<file path="src/rtl/combo_programmer.sv">
// combo_programmer: enter three 16-bit words, re-enter them to confirm, then commit
// them to the combo outputs that feed the lock's compare constants.
module combo_programmer #(
    parameter logic [15:0] DEFAULT0       = 16'h0001,
    parameter logic [15:0] DEFAULT1       = 16'hF3CF,
    parameter logic [15:0] DEFAULT2       = 16'h4AA7,
    parameter int          TIMEOUT_CYCLES = 500_000_000
) (
    input  logic        clk,
    input  logic        reset_n,
    input  logic        btnl,
    input  logic        btnc,
    input  logic        btnr,
    input  logic [15:0] sw,
    output logic [15:0] combo0,
    output logic [15:0] combo1,
    output logic [15:0] combo2,
    output logic        updated,
    output logic        busy,
    output logic [15:0] led
);
    localparam int CW = $clog2(TIMEOUT_CYCLES);
    localparam logic [CW-1:0] LAST = CW'(TIMEOUT_CYCLES - 1);

    // COMMIT directly follows CONFIRM3 so every forward step is state + 1
    typedef enum logic [3:0] {
        IDLE, ENTER1, ENTER2, ENTER3, CONFIRM1, CONFIRM2, CONFIRM3, COMMIT, ERROR
    } state_t;

    state_t        state;
    logic [2:0]    b_q, b_qq, pulse;
    logic          pr, pc, pl, active, timeout, to_idle;
    logic [1:0]    idx;
    logic [15:0]   stage [3];
    logic [CW-1:0] cnt;

    assign pulse   = b_q & ~b_qq;
    assign pr      = pulse[2];
    assign pc      = pulse[1] & ~pr;
    assign pl      = pulse[0] & ~pulse[1] & ~pr;
    assign active  = state >= ENTER1 && state <= CONFIRM3;
    assign idx     = 2'(state >= CONFIRM1 ? state - CONFIRM1 : state - ENTER1);
    assign timeout = cnt == LAST && pulse == '0;
    assign to_idle = (active && (pr || timeout)) || (state == ERROR && (pr || pc)) || state == COMMIT;
    assign busy    = state != IDLE;

    always_comb begin
        case (state)
            IDLE:     led = 16'h0001;
            ENTER1:   led = 16'h0002;
            ENTER2:   led = 16'h0003;
            ENTER3:   led = 16'h0004;
            CONFIRM1: led = 16'h0005;
            CONFIRM2: led = 16'h0006;
            CONFIRM3: led = 16'h0007;
            ERROR:    led = 16'hAAAA;
            default:  led = 16'hFFFF;
        endcase
    end

    always_ff @(posedge clk or negedge reset_n) begin
        if (!reset_n) begin
            state   <= IDLE;
            b_q     <= '0;
            b_qq    <= '0;
            cnt     <= '0;
            stage   <= '{default: '0};
            combo0  <= DEFAULT0;
            combo1  <= DEFAULT1;
            combo2  <= DEFAULT2;
            updated <= 1'b0;
        end else begin
            b_q     <= {btnr, btnc, btnl};
            b_qq    <= b_q;
            updated <= 1'b0;
            cnt     <= (!active || pulse != '0 || cnt == LAST) ? '0 : cnt + 1'b1;
            if (state == COMMIT) begin
                combo0  <= stage[0];
                combo1  <= stage[1];
                combo2  <= stage[2];
                updated <= 1'b1;
            end
            if (to_idle) begin
                state <= IDLE;
                stage <= '{default: '0};
            end else begin
                case (state)
                    IDLE: if (pl) state <= ENTER1;
                    ENTER1, ENTER2, ENTER3: if (pc) begin
                        stage[idx] <= sw;
                        state      <= state_t'(state + 4'd1);
                    end
                    CONFIRM1, CONFIRM2, CONFIRM3: if (pc)
                        state <= (sw == stage[idx]) ? state_t'(state + 4'd1) : ERROR;
                    default: ;
                endcase
            end
        end
    end
endmodule

</file>
<file path="config.mk">
export PLATFORM = sky130hd
export DESIGN_NAME = combo_programmer
export DESIGN_NICKNAME = d
export VERILOG_FILES = /design/src/rtl/combo_programmer.sv
export SDC_FILE = /design/constraint.sdc
export NUM_CORES = 1
export LEC_CHECK = 0
export BUFFER_PORTS_ARGS = -buffer_cell sky130_fd_sc_hd__buf_2
export CAP_MARGIN = 20
export CORE_ASPECT_RATIO = 0.6
export CORE_MARGIN = 2
export CORE_UTILIZATION = 40
export DETAILED_ROUTE_END_ITERATION = 6
export PLACE_DENSITY_LB_ADDON = 0.25
export SLEW_MARGIN = 5
export SYNTH_ARGS = -nofsm -noshare
export SYNTH_HDL_FRONTEND = slang
export SYNTH_SLANG_ARGS = --single-unit
</file>
<file path="constraint.sdc">
create_clock -name clk -period 7.4 [get_ports clk]
set_clock_uncertainty 0.2 [all_clocks]
set_input_delay 1.85 -clock clk [delete_from_list [all_inputs] [get_ports clk]]
set_output_delay 1.85 -clock clk [all_outputs]
set_load 0.03 [all_outputs]
</file>
==> impl_results.md <==
- Status: completed
- Pwr Density: roughly 290 nW/µm²
- Site Rows: 35
- Vias: 4784
- Clk sink count: 136
- Wire per inst: roughly 18 µm
- Most frequent cell on the critical path: nor2_1
- Finished Core Util: slightly below 50%
- CTS buffer count: 17
- CTS root buffer: clkbuf_16
- TritonCTS clock tree: yes
- Vias in the first global route: ~4600
- Worst setup SP type: flip-flop
- IO buf count: 86
- Crit path kind: flip-flop to output port
- Largest net degree at the start of global routing: 85
- #FFs+latches synth: 136
- Starting density of the core: 41.2%
- Leakage: 2.93 nW
- Dpl hpwl: about 10000 µm
- Cells on worst reg2reg path: 10
- GRT Overall Usage: 18.7%
- Most used DFF post-synth: dfrtp_1
- Crit path buf inv count: 2
- Initial antenna violation count: 0
- Setup tns final: 0 ns
- Drt initial violations: roughly 430
- Worst path slowest cell: dfrtp_1
- Cell Chain, Critical Path: inv_1 > ha_1 > nand2_1 > nor2_1 > nor2_1 > buf_2
- Worst-Margin Slew: 1.08 ns
- Final Max Tran Viols: 0
- Hold Path Class: flip-flop to flip-flop
- Mapped Nets: around 620
- Drc violations: 0
- CORE AREA: between 15000 and 20000 µm²
- 1st-pass router iterations: 5
- Non-filler instance count after layout: 876
- Crit path DAT: 2.26 ns
- Post-CTS setup buffer count: 0
- Area delta synth->final: 17.3%
- Worst-path maximum fanout: 13
- CP top delay family: flip-flops
- Global-route wire length before repair: between 20000 and 25000 µm
- Peak VDD IR: roughly 150 µV
- Post-Syn Instances: between 500 and 600
- Average size of a mapped cell: approximately 11 µm²
- Layout Nets: slightly below 700
- Clock latency at the later pin of the worst-skew pair: about 0.42 ns
- Final hold viol count: 0
- # diodes: 0
- Die height: between 100 and 150 µm
- Filler cell count in the final layout: approximately 1400
- Mapped cell area: 6370 µm²
- CP max stage delay: slightly above 0.6 ns
- Max-cap violations: 0
- CP Capture Type: output port
- Hold depth: 0
- Reg2Reg Setup Slack: 3.51 ns
- CTS Buffer Depth: 2
- IO Pins: 87
- Gr ovfl total: 0
- Dpl cells: around 840
- Drt total wl: ~15000 µm
- Hold_buf cts: 0
- Synth Warn #: 0
- Number of synthesized flops with an enable pin: 0
- Period Utilization, post-route: between 50% and 60%
- H-tree depth: 4
- Area of the multi-input gates: ~2700 µm²
- Minimum clock period: between 4 and 5 ns
- Max Fclk: roughly 0.23 GHz
- Clk slew on worst S/H paths: approximately 0.06 ns
- Worst relative slew slack: between 20% and 30%
- GPL Wtd Cong: just over 0.8
- Die Span X: ~170 µm
- Share of cells above drive strength 1: between 30% and 40%
- DRT antenna net count: 0
- Final setup vio count: 0
- Netlist cell types: 50
- Fraction of registers with async set or reset after synthesis: between 90% and 100%
- Register area share after synthesis: between 50% and 60%
- Die area: roughly 17000 µm²
- Critical path depth in cells: 6
- Worst Path Required: 5.35 ns
- RSZ-0062 raised after global routing: false
- Quantity of gates resized following cts: 0
- Register area: 3430 µm²
- DR vias/cell: 5.46
area by class of cell:
class                           instances  area share (%)
Timing Repair Buffer                   92            6.78
Tap cell                              203            3.40
Sequential cell                       136            45.9
Clock inverter                         15            1.74
Inverter                               10           0.502
Multi-Input combinational cell        403            36.0
Clock buffer                           17            5.69
worst paths after layout:
| kind | from | endpoint |
|---|---|---|
| setup / recovery | state[0] | led[4] |
| min in group asynchronous | reset_n | cnt[10] |
| max in group asynchronous | reset_n | combo1[8] |
| hold reg to reg | b_q[1] | b_qq[1] |
| hold / removal | b_q[1] | b_qq[1] |
| setup reg to reg | state[0] | state[3] |
power by group:
group	switching (mW)	total, mW	internal, mW
sequential	0.0557	0.842	0.786
combinational	0.365	0.497	0.132
clock	0.358	0.798	0.441
metal layers:
layer | track usage, % | vias up | share of wire, %
met4 | 6.30 | 0 | 0.94
met3 | 5.43 | 17 | 7.3
met1 | 27.7 | 2358 | 50
li1 | - | 2235 | -
met5 | 0 | - | 0
met2 | 26.1 | 174 | 42
sequential cells by signal, summed over array words and instances (netlist names):
register,count
b_q,3
cnt,29
stage,48
combo1,16
combo0,16
state,4
updated,1
combo2,16
b_qq,3
stage by stage:
step,hold WS [ns],total power [mW],setup slack (ns),area [µm²]
after floorplan,0.147,1.23,3.57,6370
after global placement,0.152,1.33,3.64,6880
after detailed placement,0.157,1.35,3.54,6880
after CTS,0.172,2.15,3.06,7430
after global routing,0.190,2.24,2.93,7470
final,0.171,2.14,3.09,7470
cells by family after synthesis:
logic type | Yosys count | synth area share (%)
xor+xnor | 43 | 5.91
mux | 49 | 8.72
fa+ha+maj | 8 | 1.57
buf+inv | 56 | 4.46
compound gates | 86 | 8.89
flops | 136 | 53.8
simple gates | 217 | 16.6
Yosys cell counts (2+ instances only):
cell type,n,area (µm²)
nor2_1,42,158
dfrtp_1,115,2880
buf_1,8,30.0
ha_1,8,100
nand4_1,10,62.6
nand2b_1,2,12.5
dfstp_2,21,552
a21oi_1,49,245
mux2_2,48,541
and2_1,4,25.0
nand2_1,70,263
a32oi_1,2,17.5
inv_1,10,37.5
o31a_1,2,17.5
a222oi_1,16,160
o21ai_0,6,30.0
nor2b_1,4,25.0
o31ai_1,3,22.5
buf_6,3,33.8
and4_1,4,35.0
nor4_1,7,43.8
nor3_1,3,15.0
xnor2_1,27,236
and3_1,3,18.8
xor2_1,16,140
buf_4,12,90.1
nand3_1,55,275
clkbuf_1,18,67.6
buf_2,5,25.0
nor4b_1,2,17.5
worst register-to-register path, delay by kind of cell, from the launching register on:
| family | cells | cell delay, ns |
|---|---|---|
| flip-flops | 1 | 0.62 |
| XOR/XNOR | 1 | 0.17 |
| AND/OR/NAND/NOR | 3 | 1.29 |
| AO/OA/AOI/OAI | 3 | 0.52 |
| adder cells (fa/ha/maj) | 1 | 0.41 |
| buffers and inverters | 2 | 0.58 |
placed cells by master (no fill, tap or decap), drive strengths merged, types with 3 or more instances in the layout:
cell / n
dfrtp: 115
buf: 92
nand2: 70
nand3: 55
a21oi: 49
mux2: 49
nor2: 43
xnor2: 27
dfstp: 21
inv: 19
clkbuf: 17
xor2: 16
a222oi: 16
nand4: 10
ha: 8
nor4: 7
o21ai: 6
nor2b: 4
and4: 4
and2: 4
clkinvlp: 4
and3: 3
nor3: 3
o31ai: 3
No activity file was read; power rests on OpenSTA's default activity.
